### src/rtl/i2c_master_tx.sv
// rtl/i2c_master_tx.sv - single-master I2C write engine (START, addr+W, data bytes with ACK check, STOP)
//
// Ports:
//   sysclk, rst            : clock and synchronous active-high reset
//   start, addr            : begin a write to addr (accepted only when idle and not in the done cycle)
//   tx_data/valid/last     : byte stream in; tx_ready is high only while waiting for the next byte
//   busy, done, nak        : transfer status; nak is valid with done and holds until the next start
//   sda_in, scl_in         : synchronised bus levels
//   sda_oe, scl_oe         : 1 = pull the line low, 0 = release
module i2c_master_tx #(
    parameter int QTR_DIV = 250,
    parameter int CNT_W   = 16
) (
    input  logic       sysclk,
    input  logic       rst,
    input  logic       start,
    input  logic [6:0] addr,
    input  logic [7:0] tx_data,
    input  logic       tx_valid,
    input  logic       tx_last,
    output logic       tx_ready,
    output logic       busy,
    output logic       done,
    output logic       nak,
    input  logic       sda_in,
    input  logic       scl_in,
    output logic       sda_oe,
    output logic       scl_oe
);

    localparam logic [2:0] S_IDLE  = 3'd0;
    localparam logic [2:0] S_START = 3'd1;
    localparam logic [2:0] S_BIT   = 3'd2;
    localparam logic [2:0] S_ACK   = 3'd3;
    localparam logic [2:0] S_LOAD  = 3'd4;
    localparam logic [2:0] S_STOP  = 3'd5;

    logic [2:0]       state_q, state_d;
    logic [CNT_W-1:0] qcnt_q, qcnt_d;
    logic [1:0]       qtr_q, qtr_d;
    logic [2:0]       bitcnt_q, bitcnt_d;
    logic [7:0]       shreg_q, shreg_d;
    logic             last_q, last_d;
    logic             busy_q, busy_d;
    logic             done_q, done_d;
    logic             nak_q, nak_d;
    logic             tx_ready_q, tx_ready_d;
    logic             sda_oe_q, sda_oe_d;
    logic             scl_oe_q, scl_oe_d;

    logic timed, tick, hold, adv;

    assign timed = (state_q == S_START) || (state_q == S_BIT) ||
                   (state_q == S_ACK)   || (state_q == S_STOP);
    assign tick  = (qcnt_q == CNT_W'(QTR_DIV - 1));
    // While SCL is released but still seen low, a slave is stretching: freeze the quarter.
    assign hold  = !scl_in &&
                   ((((state_q == S_BIT) || (state_q == S_ACK)) && (qtr_q == 2'd2)) ||
                    ((state_q == S_STOP) && (qtr_q == 2'd1)));
    assign adv   = timed && tick && !hold;

    always_comb begin
        state_d  = state_q;
        qtr_d    = qtr_q;
        bitcnt_d = bitcnt_q;
        shreg_d  = shreg_q;
        last_d   = last_q;
        busy_d   = busy_q;
        done_d   = 1'b0;
        nak_d    = nak_q;
        qcnt_d   = '0;
        if (timed && !hold && !tick) begin
            qcnt_d = qcnt_q + CNT_W'(1);
        end

        case (state_q)
            S_IDLE: begin
                // The done cycle still counts as busy for the purpose of start acceptance.
                if (start && !done_q) begin
                    shreg_d = {addr, 1'b0};
                    last_d  = 1'b0;
                    busy_d  = 1'b1;
                    nak_d   = 1'b0;
                    qtr_d   = 2'd0;
                    state_d = S_START;
                end
            end
            S_START: begin
                if (adv) begin
                    if (qtr_q == 2'd1) begin
                        qtr_d    = 2'd0;
                        bitcnt_d = 3'd7;
                        state_d  = S_BIT;
                    end else begin
                        qtr_d = qtr_q + 2'd1;
                    end
                end
            end
            S_BIT: begin
                if (adv) begin
                    qtr_d = qtr_q + 2'd1;
                    if (qtr_q == 2'd3) begin
                        if (bitcnt_q == 3'd0) begin
                            state_d = S_ACK;
                        end else begin
                            bitcnt_d = bitcnt_q - 3'd1;
                        end
                    end
                end
            end
            S_ACK: begin
                if (adv) begin
                    qtr_d = qtr_q + 2'd1;
                    if (qtr_q == 2'd3) begin
                        if (sda_in) begin
                            nak_d   = 1'b1;
                            state_d = S_STOP;
                        end else if (last_q) begin
                            state_d = S_STOP;
                        end else begin
                            state_d = S_LOAD;
                        end
                    end
                end
            end
            S_LOAD: begin
                if (tx_valid) begin
                    shreg_d  = tx_data;
                    last_d   = tx_last;
                    bitcnt_d = 3'd7;
                    qtr_d    = 2'd0;
                    state_d  = S_BIT;
                end
            end
            S_STOP: begin
                if (adv) begin
                    qtr_d = qtr_q + 2'd1;
                    if (qtr_q == 2'd3) begin
                        busy_d  = 1'b0;
                        done_d  = 1'b1;
                        state_d = S_IDLE;
                    end
                end
            end
            default: begin
                state_d = S_IDLE;
            end
        endcase

        // Line drives are decoded from the next state so the registered pins line up with state_q.
        sda_oe_d = 1'b0;
        scl_oe_d = 1'b0;
        case (state_d)
            S_START: begin
                sda_oe_d = 1'b1;
                scl_oe_d = (qtr_d == 2'd1);
            end
            S_BIT: begin
                sda_oe_d = ~shreg_d[bitcnt_d];
                scl_oe_d = ~qtr_d[1];
            end
            S_ACK: begin
                scl_oe_d = ~qtr_d[1];
            end
            S_LOAD: begin
                scl_oe_d = 1'b1;
            end
            S_STOP: begin
                scl_oe_d = (qtr_d == 2'd0);
                sda_oe_d = ~qtr_d[1];
            end
            default: begin
                sda_oe_d = 1'b0;
                scl_oe_d = 1'b0;
            end
        endcase
        tx_ready_d = (state_d == S_LOAD);
    end

    always_ff @(posedge sysclk) begin
        if (rst) begin
            state_q    <= S_IDLE;
            qcnt_q     <= '0;
            qtr_q      <= 2'd0;
            bitcnt_q   <= 3'd0;
            shreg_q    <= 8'd0;
            last_q     <= 1'b0;
            busy_q     <= 1'b0;
            done_q     <= 1'b0;
            nak_q      <= 1'b0;
            tx_ready_q <= 1'b0;
            sda_oe_q   <= 1'b0;
            scl_oe_q   <= 1'b0;
        end else begin
            state_q    <= state_d;
            qcnt_q     <= qcnt_d;
            qtr_q      <= qtr_d;
            bitcnt_q   <= bitcnt_d;
            shreg_q    <= shreg_d;
            last_q     <= last_d;
            busy_q     <= busy_d;
            done_q     <= done_d;
            nak_q      <= nak_d;
            tx_ready_q <= tx_ready_d;
            sda_oe_q   <= sda_oe_d;
            scl_oe_q   <= scl_oe_d;
        end
    end

    assign tx_ready = tx_ready_q;
    assign busy     = busy_q;
    assign done     = done_q;
    assign nak      = nak_q;
    assign sda_oe   = sda_oe_q;
    assign scl_oe   = scl_oe_q;

endmodule

### config.mk
export PLATFORM = sky130hd
export DESIGN_NAME = i2c_master_tx
export DESIGN_NICKNAME = d
export VERILOG_FILES = /design/src/rtl/i2c_master_tx.sv
export SDC_FILE = /design/constraint.sdc
export NUM_CORES = 1
export LEC_CHECK = 0
export ABC_CLOCK_PERIOD_IN_PS = 2800
export CORE_UTILIZATION = 33
export DETAILED_ROUTE_END_ITERATION = 12
export PLACE_DENSITY = 0.54
export SYNTH_ARGS = -nofsm -noshare
export SYNTH_HDL_FRONTEND = slang
export SYNTH_SLANG_ARGS = --single-unit
### constraint.sdc
create_clock -name sysclk -period 2.8 [get_ports sysclk]
set_input_delay 0.28 -clock sysclk [delete_from_list [all_inputs] [get_ports sysclk]]
set_output_delay 0.28 -clock sysclk [all_outputs]
set_load 0.01 [all_outputs]
# Word-level counts from Yosys, hierarchy flattened
# Index checks and enable logic that the tools add are counted.
[op_classes] add_sub_neg=3 n_eq_ne=22 n_lt_le_gt_ge=1 n_mux=46 bitwise_logic=5 reduce_logical=30
[op_table] cell="3-bit two-way mux" count=17
[op_table] cell="3-bit case mux with 6 select lines" count=1
[op_table] cell="16-bit by 1-bit adder with 16-bit output (second input constant)" count=1
[op_table] cell="16-bit by 8-bit == test with 1-bit output (second input constant)" count=1
[op_table] cell="8-bit two-way mux" count=2
[op_table] cell="8-bit case mux with 2 select lines" count=1
[op_table] cell="3-bit by 2-bit == test with 1-bit output (second input constant)" count=4
[op_table] cell="3-bit == test (second input constant)" count=4
[op_table] cell="1-bit two-way mux" count=12
[op_table] cell="2-bit two-way mux" count=5
[op_table] cell="2-bit inequality test (second input constant)" count=5
[op_table] cell="3-bit case mux with 3 select lines" count=1
[op_table] cell="1-bit logical AND" count=8
[op_table] cell="2-bit case mux with 4 select lines" count=1
[op_table] cell="3-bit by 1-bit == test with 1-bit output (second input constant)" count=2
[op_table] cell="3-bit zero test" count=2
[op_table] cell="1-bit case mux with 2 select lines" count=3
[op_table] cell="2-bit nonzero test" count=3
[op_table] cell="3-bit OR reduction" count=2
[op_table] cell="1-bit logical OR" count=5
[op_table] cell="1-bit inverter" count=5
[op_table] cell="5-bit AND reduction" count=1
[op_table] cell="2-bit by 1-bit == test with 1-bit output (second input constant)" count=2
[op_table] cell="2-bit == test (second input constant)" count=2
[op_table] cell="12 further kinds" count=17
[word_totals] output_inout_bits=6 wordCells=119 in_bits=22 ff_bits=39

# Logic depth before layout (Yosys ltp)
# Gate-level depths: netlist of the first run.
[depth] depth_word=13 ltp_mapped=10 depth_no_buf=9

# Worst setup path before layout of the first run
# OpenSTA, ideal clock, no wires.
[synth_timing] path_kind="flip-flop to flip-flop" from="reg qcnt_q[11]" to="reg sda_oe_q, in the netlist sda_oe" setup_time_ps=139 stages_incl_launch_ff=9 slack_ps=23 t_arrival_ps=2639 period_less_slack_ps=2777 cell_sequence="dfxtp_1 -> or4_4 -> or4_4 -> buf_6 -> o31a_1 -> o311ai_4 -> mux2_1 -> nor3b_1 -> o41ai_2"
[synth_between] elab_chain_len=9
[synth_rtl] element="start: declaration" line_no="39" text="logic [CNT_W-1:0] qcnt_q, qcnt_d;"
[synth_rtl] element="start signal: assignment" line_no="196" text="qcnt_q <= qcnt_d;"
[synth_rtl] element="16-bit by 8-bit == test with 1-bit output (*)" line_no="55" text="assign tick = (qcnt_q == CNT_W'(QTR_DIV - 1));"
[synth_rtl] element="1-bit logical AND (*) (2 in series)" line_no="60" text="assign adv = timed && tick && !hold;"
[synth_rtl] element="3-bit two-way mux, on equally long branches" line_no="100, 89"
[synth_rtl] element="3-bit case mux with 3 select lines" line_no="76" text="case (state_q)"
[synth_rtl] element="1-bit binary-select mux with 3-bit select" line_no="159" text="sda_oe_d = ~shreg_d[bitcnt_d];"
[synth_rtl] element="1-bit two-way mux (not written as such)" line_no="159"
[synth_rtl] element="1-bit inverter" line_no="159"
[synth_rtl] element="1-bit case mux with 3 select lines (*)" line_no="153" text="case (state_d)"
[synth_rtl] element="end signal: assignment" line_no="205" text="sda_oe_q <= sda_oe_d;"
[synth_rtl] element="end: declaration" line_no="48" text="logic sda_oe_q, sda_oe_d;"
# Every way passes the cells marked *; elsewhere a longest branch is shown, timed or not. The select of a mux whose other input is x is not followed.
# A chain may end at the register's enable or synchronous reset.

# Worst setup path in the final report of the first run
[layout_timing] from="reg qcnt_q[2]" to="reg sda_oe_q, in the netlist sda_oe"
# The elaborated chain is that of the path after synthesis.

==> metrics.cfg, run 1 <==
[die]
die_y_um=81
fp-row-count=28
count_of_boundary_i_o_pins=28
floorplan.initialDensity_pct=34.6
core_region_area_um2=5960
die_w_um=81
design.die.area_um2=6560

[synthesis]
synth_area_per_cell_um2=8.76
synthesis.area_um2=2060
synth-seq-area-share_pct=37.9
synth_cell_type_count=51
synth_cells=235
postSynthNetCount=264
yosysTopAreaCellShare_pct=37.9
ys.warnings.count=0
synthArstFlopShare_pct=0
netlist_top_cells_area=dfxtp_1 38%, nor2_1 6.9%, ha_1 4.3%, nand3_1 3.6%, xnor2_1 3.4%
synth-edff-count=0
yosys.area.top_type=dfxtp_1
dominantRegCellSynth=dfxtp_1
synth.ff_latch_count=39

[setup_path]
critical_path_max_stage_delay_ns=0.60
timing.reg2reg.setup_slack_ns=0.07
crit_path_top_delay_cell=or4_4
crit_path_start_kind=flop
crit_path_max_fanout=6
cp-end-kind=flop
crit_family=simple AND/OR/NAND/NOR gates
critPathArrivalTime_ns=2.90
cp_num_buf_inv=0
required_time_worst_endpoint_ns=2.97
crit_chain=or4b_4, or4_4, o31a_1, o311ai_4, mux2_2, o22ai_2, o41ai_2
crit_path_class=reg2reg

[clock_tree]
cts_max_level=2
maximum_clock_insertion_buffer_count=2
cts-buffers-inserted=5
cts.root.buffer_cell=clkbuf_8
cts.clk_slew.worst_paths_ns=0.08
cts.sinks=39
tritoncts_clock_tree=yes
cts_hold_buffers=0
clkLatencyLatePin_ns=0.29

[sta]
rsz0062_at_grt=no
final.period_utilization_pct=97.5
final_hold_viol_count=0
report.final.setup_viol=0
fmaxAchievable_mhz=366
timing.setup.tns_ns=0
holdWs_ns=0.479
max_slew_violations=0
worstMarginPinSlew_ns=0.607
final.setup_skew_ns=0.00698
final_period_minus_worst_setup_slack_ns=2.73
slew_headroom_pct=59.2

[global_route]
grt_first_pass_wirelength_mm=8.28
grt_remaining_overflow=0
first_global_vias=1766
grt_use_total_pct=16.6
pin_count_of_the_biggest_net_entering_global_routing=17
antenna_found_initial=0

[flow_run]
drv.max_cap_violation_count=0

[power_and_ir_drop]
totalPowerFinal_w=0.00114
static_leakage_nw=1.01
cellPowerDensity_nw_per_um2=425
ir_drop_mv=0.213

[route]
detail_route.iter0.violations=172
avgRoutedWirePerCell_um=13.6
sum_of_routed_wire_length_over_all_layers_mm=4.84
post_drt_via_cell_ratio=5.21
num_vias=1850
post-route-drc-count=0
drt_pass1_iterations=4
antenna_violating_nets_post_route=0

[placed_design]
placement.io_buffers=27
gp_routability_congestion=0.863
dp_hpwl_mm=3.72

[run_status]
run_status=finished, final reports clean

[layout]
fin_util_pct=45.1
fill_cells=595
antenna-diode-count=0
nNetsFinal=309
areaGrowthSynthToFinish_pct=30.3
drive_gt1_share_pct=17.5

[hold_path]
min-delay-path-class=reg2reg

[through the flow]
stage / instances / setup WS [ns] / area (um2)
final: 355 / 0.0711 / 2680
after global routing: 355 / 0.00152 / 2680
after CTS: 354 / 0.0375 / 2640
after detailed placement: 347 / 0.0105 / 2530
after global placement: 347 / 0.0646 / 2530
after floorplan: 235 / 0.0226 / 2060
[cells in the mapped netlist (4+ instances only)]
master,count
a21oi_1,11
a22o_1,7
a31oi_1,4
and3_1,7
clkbuf_1,9
dfxtp_1,39
ha_1,7
inv_1,9
nand2_1,7
nand2b_1,5
nand3_1,15
nor2_1,38
nor2b_1,6
nor3_1,5
xnor2_1,8
xor2_1,7
[power by group]
part           internal [W]  total (W)  switching (W)
combinational     0.0000620   0.000116      0.0000535
clock              0.000261   0.000453       0.000192
sequential         0.000566   0.000572     0.00000626
[what timing repair did]
action                     CTS  global route
setup endpoints to repair    1             2
resized for setup            1            11
buffers inserted             0             1
pin swaps                    0             5
hold endpoints to repair     0             0
[final cells by class]
cell class,instances,area [um2],area share [%]
Multi-Input combinational cell,177,1240,46.4
Sequential cell,39,781,29.1
Timing Repair Buffer,48,428,15.9
Tap cell,75,93.8,3.50
Clock buffer,6,72.6,2.70
Inverter,9,33.8,1.26
Clock inverter,1,30.0,1.12
[routing by layer]
layer | wire length [um] | GRT usage (%)
met2 | 2280 | 26.3
met3 | 208 | 3.48
met4 | 104 | 8.21
met5 | 0 | 0
met1 | 2250 | 21.2
[worst reg2reg max path, stage by stage (launching register included)]
cell,delay (ns)
dfxtp_1,0.31
or4b_4,0.54
or4_4,0.60
o31a_1,0.37
o311ai_4,0.13
mux2_2,0.42
o22ai_2,0.16
o41ai_2,0.09
[worst paths after layout]
kind | from | end | depth (start not counted)
worst min-delay path | shreg_q[1]$_SDFF_PP0_ | shreg_q[1]$_SDFF_PP0_ | 2
worst min register to register | shreg_q[1]$_SDFF_PP0_ | shreg_q[1]$_SDFF_PP0_ | 2
worst max-delay path | qcnt_q[2]$_SDFF_PP0_ | sda_oe$_SDFF_PP0_ | 7
worst max register to register | qcnt_q[2]$_SDFF_PP0_ | sda_oe$_SDFF_PP0_ | 7
[cells by family (layout without fill, tap and decap cells)]
logic type | Yosys count | in the layout | synth area share, %
AOI/OAI and AO/OA | 49 | 49 | 19.3
xor gates and xnor gates | 15 | 15 | 6.38
adders and majority gates | 7 | 7 | 4.25
buffers and inverters | 19 | 64 | 3.83
DFF | 39 | 39 | 37.9
muxes | 4 | 4 | 2.13
and+or+nand+nor | 102 | 102 | 26.2
[flip-flops by register name, summed over array words and instances (netlist names)]
| register | flops |
|---|---|
| state_q | 3 |
| last_q | 1 |
| done | 1 |
| nak | 1 |
| shreg_q | 8 |
| busy | 1 |
| bitcnt_q | 3 |
| qcnt_q | 16 |
| qtr_q | 2 |
| tx_ready | 1 |
| sda_oe | 1 |
| scl_oe | 1 |
[layout by cell type, fill, tap and decap left out, types with 8 or more instances in the layout]
cell type | synthesis | routed
inv_1 | 9 | 9
xnor2_1 | 8 | 8
clkdlybuf4s50_1 | 0 | 27
a21oi_1 | 11 | 11
buf_4 | 0 | 21
dfxtp_1 | 39 | 39
nand3_1 | 15 | 14
nor2_1 | 38 | 37
Power figures use the tool's default switching activity.
==> inputs of run 2 (changes only) <==
- ABC_CLOCK_PERIOD_IN_PS: 2800 -> not set
- SETUP_SLACK_MARGIN: not set -> 0.2
==> metrics.cfg, run 2 (synthesis gave the netlist of run 1 again) <==
[die]
design.die.area_um2=6560
floorplan.initialDensity_pct=34.6
die_w_um=81
count_of_boundary_i_o_pins=28
fp-row-count=28
core_region_area_um2=5960
die_y_um=81

[route]
post_drt_via_cell_ratio=5.21
avgRoutedWirePerCell_um=14.3
sum_of_routed_wire_length_over_all_layers_mm=5.07
post-route-drc-count=0
antenna_violating_nets_post_route=0
dr_wl_met2_mm=2.39
met1Wirelength_mm=2.34
num_vias=1846
drt_pass1_iterations=4
detailroute.wirelength.met3_um=257
highest_layer=met4
detail_route.iter0.violations=110

[power_and_ir_drop]
ir_drop_mv=0.228
static_leakage_nw=1.02
totalPowerFinal_w=0.00118
cellPowerDensity_nw_per_um2=435

[sta]
report.final.setup_viol=0
fmaxAchievable_mhz=365
final.setup_skew_ns=0.00711
rsz0062_at_grt=yes
slew_headroom_pct=65.7
holdWs_ns=0.478
final_hold_viol_count=0
final.period_utilization_pct=97.7
timing.setup.tns_ns=0
max_slew_violations=0
final_period_minus_worst_setup_slack_ns=2.74
worstMarginPinSlew_ns=0.513

[setup_path]
crit_path_start_kind=flop
r2r-start=qcnt_q[1]$_SDFF_PP0_
cp_num_buf_inv=1
crit_path_top_delay_cell=or4_4
crit_family=simple AND/OR/NAND/NOR gates
crit_chain=inv_2, ha_4, or3b_4, or4_4, o31a_1, o311ai_4, mux2_4, o22ai_2, o41ai_2
worstReg2RegEnd=sda_oe$_SDFF_PP0_
cp-end-kind=flop
critical_path_max_stage_delay_ns=0.64
crit_path_class=reg2reg
ff2ff_path_depth=9
required_time_worst_endpoint_ns=2.98
crit_path_max_fanout=8
critPathArrivalTime_ns=2.91
timing.reg2reg.setup_slack_ns=0.06

[hold_path]
worst_hold_path_cells=2
min-delay-path-class=reg2reg
hold_path_end=shreg_q[4]$_SDFF_PP0_
hold_start=shreg_q[4]$_SDFF_PP0_

[clock_tree]
cts-buffers-inserted=5
tritoncts_clock_tree=yes
cts.root.buffer_cell=clkbuf_8
maximum_clock_insertion_buffer_count=2
cts_hold_buffers=0
cts.sinks=39
cts.clk_slew.worst_paths_ns=0.09
cts_max_level=2
clkLatencyLatePin_ns=0.30

[layout]
areaGrowthSynthToFinish_pct=32.1
final_cell_count_no_fill=354
multi_input_area_um2=1280
nNetsFinal=307
seq_area_um2=788
biggestRegsByFlops=qcnt_q (16), shreg_q (8)
largest_register_ffs=16
top_register=qcnt_q
drive_gt1_share_pct=20.1
layout_common_cells=37 x nor2_1, 35 x dfxtp_1, 27 x clkdlybuf4s50_1
fill_cells=609
antenna-diode-count=0
fin_util_pct=45.7
mostFrequentLayoutCell=nor2_1

[flow_run]
drv.max_cap_violation_count=0

[global_route]
grt_use_total_pct=16.3
grt_first_pass_wirelength_mm=7.96
pin_count_of_the_biggest_net_entering_global_routing=17
antenna_found_initial=0
grt_remaining_overflow=0
first_global_vias=1689

[placed_design]
dpl.cell_count=342
dp_hpwl_mm=3.74
placement.io_buffers=27
gp_routability_congestion=0.912

[run_status]
run_status=finished, final reports clean

run 2: cell types whose count changed in the layout (fill, tap and decap cells not counted), sizes merged:
cell / delta
clkinvlp: +1
inv: +1
clkbuf: -1
buf: -2
run 2: worst max-delay path by stage:
stage                               from           endpoint  slack (ns)  cells past startpoint
CTS                 qcnt_q[1]$_SDFF_PP0_  sda_oe$_SDFF_PP0_        0.11                      9
finish              qcnt_q[1]$_SDFF_PP0_  sda_oe$_SDFF_PP0_        0.06                      9
global route        qcnt_q[1]$_SDFF_PP0_  sda_oe$_SDFF_PP0_       -0.02                     10
floorplan           qcnt_q[1]$_SDFF_PP0_  sda_oe$_SDFF_PP0_        0.18                     10
detailed placement  qcnt_q[1]$_SDFF_PP0_  sda_oe$_SDFF_PP0_        0.09                      8
global placement    qcnt_q[1]$_SDFF_PP0_  sda_oe$_SDFF_PP0_        0.15                      8
run 2: layout make-up:
type / instances / share of cell area [%]
Clock buffer: 5 / 2.53
Clock inverter: 3 / 1.70
Inverter: 9 / 1.24
Multi-Input combinational cell: 177 / 46.9
Sequential cell: 39 / 29.0
Tap cell: 75 / 3.45
Timing Repair Buffer: 46 / 15.2
run 2: per-layer routing:
layer	track usage, %	up-vias
li1	-	932
met1	21.0	862
met2	26.3	42
met3	3.48	10
met4	6.43	0
met5	0	-
run 2: timing repair:
action                     4_1_cts  5_1_grt
buffers inserted                 0        4
gates resized for setup          1       12
pin swaps                        0        3
setup endpoints to repair        2        2
run 2: worst min-delay path, cell delays in order, from the launching register on:
cell and delay, ns:
dfxtp_1 0.31, a21oi_1 0.07, nor2_1 0.07
run 2: per-stage QoR:
| stage | setup WS, ns | cell area, um2 |
|---|---|---|
| 6_report | 0.0637 | 2720 |
| 5_1_grt | -0.0223 | 2720 |
| 4_1_cts | 0.113 | 2640 |
| 3_5_place_dp | 0.0922 | 2520 |
| 3_3_place_gp | 0.154 | 2520 |
| 2_1_floorplan | 0.175 | 2090 |
run 2: power by group:
group | total [W] | internal (W) | leakage (nW) | switching (W)
combinational | 0.000119 | 0.0000639 | 0.644 | 0.0000551
sequential | 0.000572 | 0.000565 | 0.318 | 0.00000721
clock | 0.000492 | 0.000269 | 0.0548 | 0.000223
total | 0.00118 | 0.000898 | 1.02 | 0.000285
==> inputs of run 3 (changes only) <==
- CORE_MARGIN: not set -> 2
- SLEW_MARGIN: not set -> 40
==> metrics.cfg, run 3 (synthesis gave the netlist of run 1 again) <==
[power_and_ir_drop]
cellPowerDensity_nw_per_um2=399
static_leakage_nw=0.951
ir_drop_mv=0.233

[sta]
final_hold_viol_count=0
final.period_utilization_pct=96.0
setup_slack_ns=0.112
report.final.setup_viol=0
rsz0062_at_grt=yes
slew_headroom_pct=55.2
worstMarginPinSlew_ns=0.672
timing.setup.tns_ns=0
final_period_minus_worst_setup_slack_ns=2.69
max_slew_violations=0
fmaxAchievable_mhz=372
holdWs_ns=0.440
final.setup_skew_ns=0.00636

[route]
post-route-drc-count=0
num_vias=1845
antenna_violating_nets_post_route=0
sum_of_routed_wire_length_over_all_layers_mm=5.03
drt_pass1_iterations=4
avgRoutedWirePerCell_um=14.6
detail_route.iter0.violations=109
post_drt_via_cell_ratio=5.35

[setup_path]
worstReg2RegEnd=sda_oe$_SDFF_PP0_
r2r-start=qcnt_q[0]$_SDFF_PP0_
crit_path_class=reg2reg
crit_path_start_kind=flop
crit_path_max_fanout=8
ff2ff_path_depth=8
critPathArrivalTime_ns=2.86
timing.reg2reg.setup_slack_ns=0.11
cp-end-kind=flop
required_time_worst_endpoint_ns=2.97

[clock_tree]
cts-buffers-inserted=5
clkLatencyLatePin_ns=0.29
tritoncts_clock_tree=yes
cts.clk_slew.worst_paths_ns=0.07
cts_max_level=2
cts.root.buffer_cell=clkbuf_8
post-cts-setup-buffer-count=0
maximum_clock_insertion_buffer_count=2
cts_hold_buffers=0
cts.sinks=39

[layout]
top_register=qcnt_q
fill_cells=597
drive_gt1_share_pct=15.9
multi_input_area_um2=1250
largest_register_ffs=16
mostFrequentLayoutCell=nor2_1
seq_area_um2=787
areaGrowthSynthToFinish_pct=26.1
layout_common_cells=38 x nor2_1, 36 x dfxtp_1, 27 x clkdlybuf4s50_1
biggestRegsByFlops=qcnt_q (16), shreg_q (8)
antenna-diode-count=0
nNetsFinal=300

[global_route]
antenna_found_initial=0
grt_use_total_pct=15.7
grt_first_pass_wirelength_mm=8.85
pin_count_of_the_biggest_net_entering_global_routing=22
grt_remaining_overflow=0
first_global_vias=1839

[die]
floorplan.initialDensity_pct=34.4
core_region_area_um2=5990
design.die.area_um2=6890
die_w_um=83
fp-row-count=28
count_of_boundary_i_o_pins=28
die_y_um=83

[hold_path]
hold_path_end=qcnt_q[0]$_SDFF_PP0_
min-delay-path-class=reg2reg
hold_start=qcnt_q[0]$_SDFF_PP0_
worst_hold_path_cells=1

[placed_design]
dp_hpwl_mm=3.83
pre_cts_slack_ns=0.0902
placement.io_buffers=27
gp_routability_congestion=0.876

[flow_run]
drv.max_cap_violation_count=0

[run_status]
run_status=finished, final reports clean

## run 3: what timing repair did
item / 4_1_cts / 5_1_grt
setup endpoints to repair: 2 / 3
gates resized for setup: 1 / 6
hold endpoints to repair: 0 / 0
gates cloned: 0 / 0
## run 3: how the worst max path moves through the flow
stage,start,end,slack [ns],depth (start not counted)
finish,qcnt_q[0]$_SDFF_PP0_,sda_oe$_SDFF_PP0_,0.11,8
global route,qcnt_q[1]$_SDFF_PP0_,sda_oe$_SDFF_PP0_,0.006,9
global placement,scl_in,sda_oe$_SDFF_PP0_,0.12,7
floorplan,qcnt_q[1]$_SDFF_PP0_,sda_oe$_SDFF_PP0_,0.18,10
detailed placement,qcnt_q[0]$_SDFF_PP0_,sda_oe$_SDFF_PP0_,0.09,7
CTS,qcnt_q[1]$_SDFF_PP0_,sda_oe$_SDFF_PP0_,0.09,9
## run 3: power breakdown
part	switching, W	internal (W)
Combinational	0.0000537	0.0000619
Sequential	0.00000716	0.000565
Clock	0.000182	0.000166
Total	0.000243	0.000793
## run 3: through the flow
| stage | instances | power, W | area (um2) | util [%] |
|---|---|---|---|---|
| 4_1_cts | 345 | 0.00106 | 2580 | 43.0 |
| 2_1_floorplan | 235 | 0.000642 | 2090 | - |
| 6_report | 345 | 0.00104 | 2600 | 43.4 |
| 3_5_place_dp | 339 | 0.000701 | 2500 | 41.7 |
| 5_1_grt | 345 | 0.00110 | 2600 | 43.4 |
| 3_3_place_gp | 339 | 0.000702 | 2500 | 41.7 |
## run 3: final cells by class
cell class                 count  share of cell area (%)
inverter                       9                    1.30
clock buffer                   6                    2.79
timing repair buffer          39                    13.9
sequential                    39                    30.3
multi-input combinational    177                    48.1
tap                           75                    3.61
## run 3: worst max-delay path, stage by stage (launching register included)
cell and delay [ns]:
dfxtp_4 0.36, ha_1 0.14, or3b_4 0.38, or4_4 0.62
o31a_1 0.31, o311ai_4 0.13, mux2_4 0.35, o22ai_2 0.18
o41ai_2 0.09
## run 3: layer usage
layer / wire [um] / up-vias / GRT usage [%]
li1: - / 919 / -
met1: 2320 / 859 / 20.3
met2: 2260 / 56 / 24.4
met3: 350 / 11 / 5.17
met4: 93 / 0 / 5.37
met5: 0 / - / 0
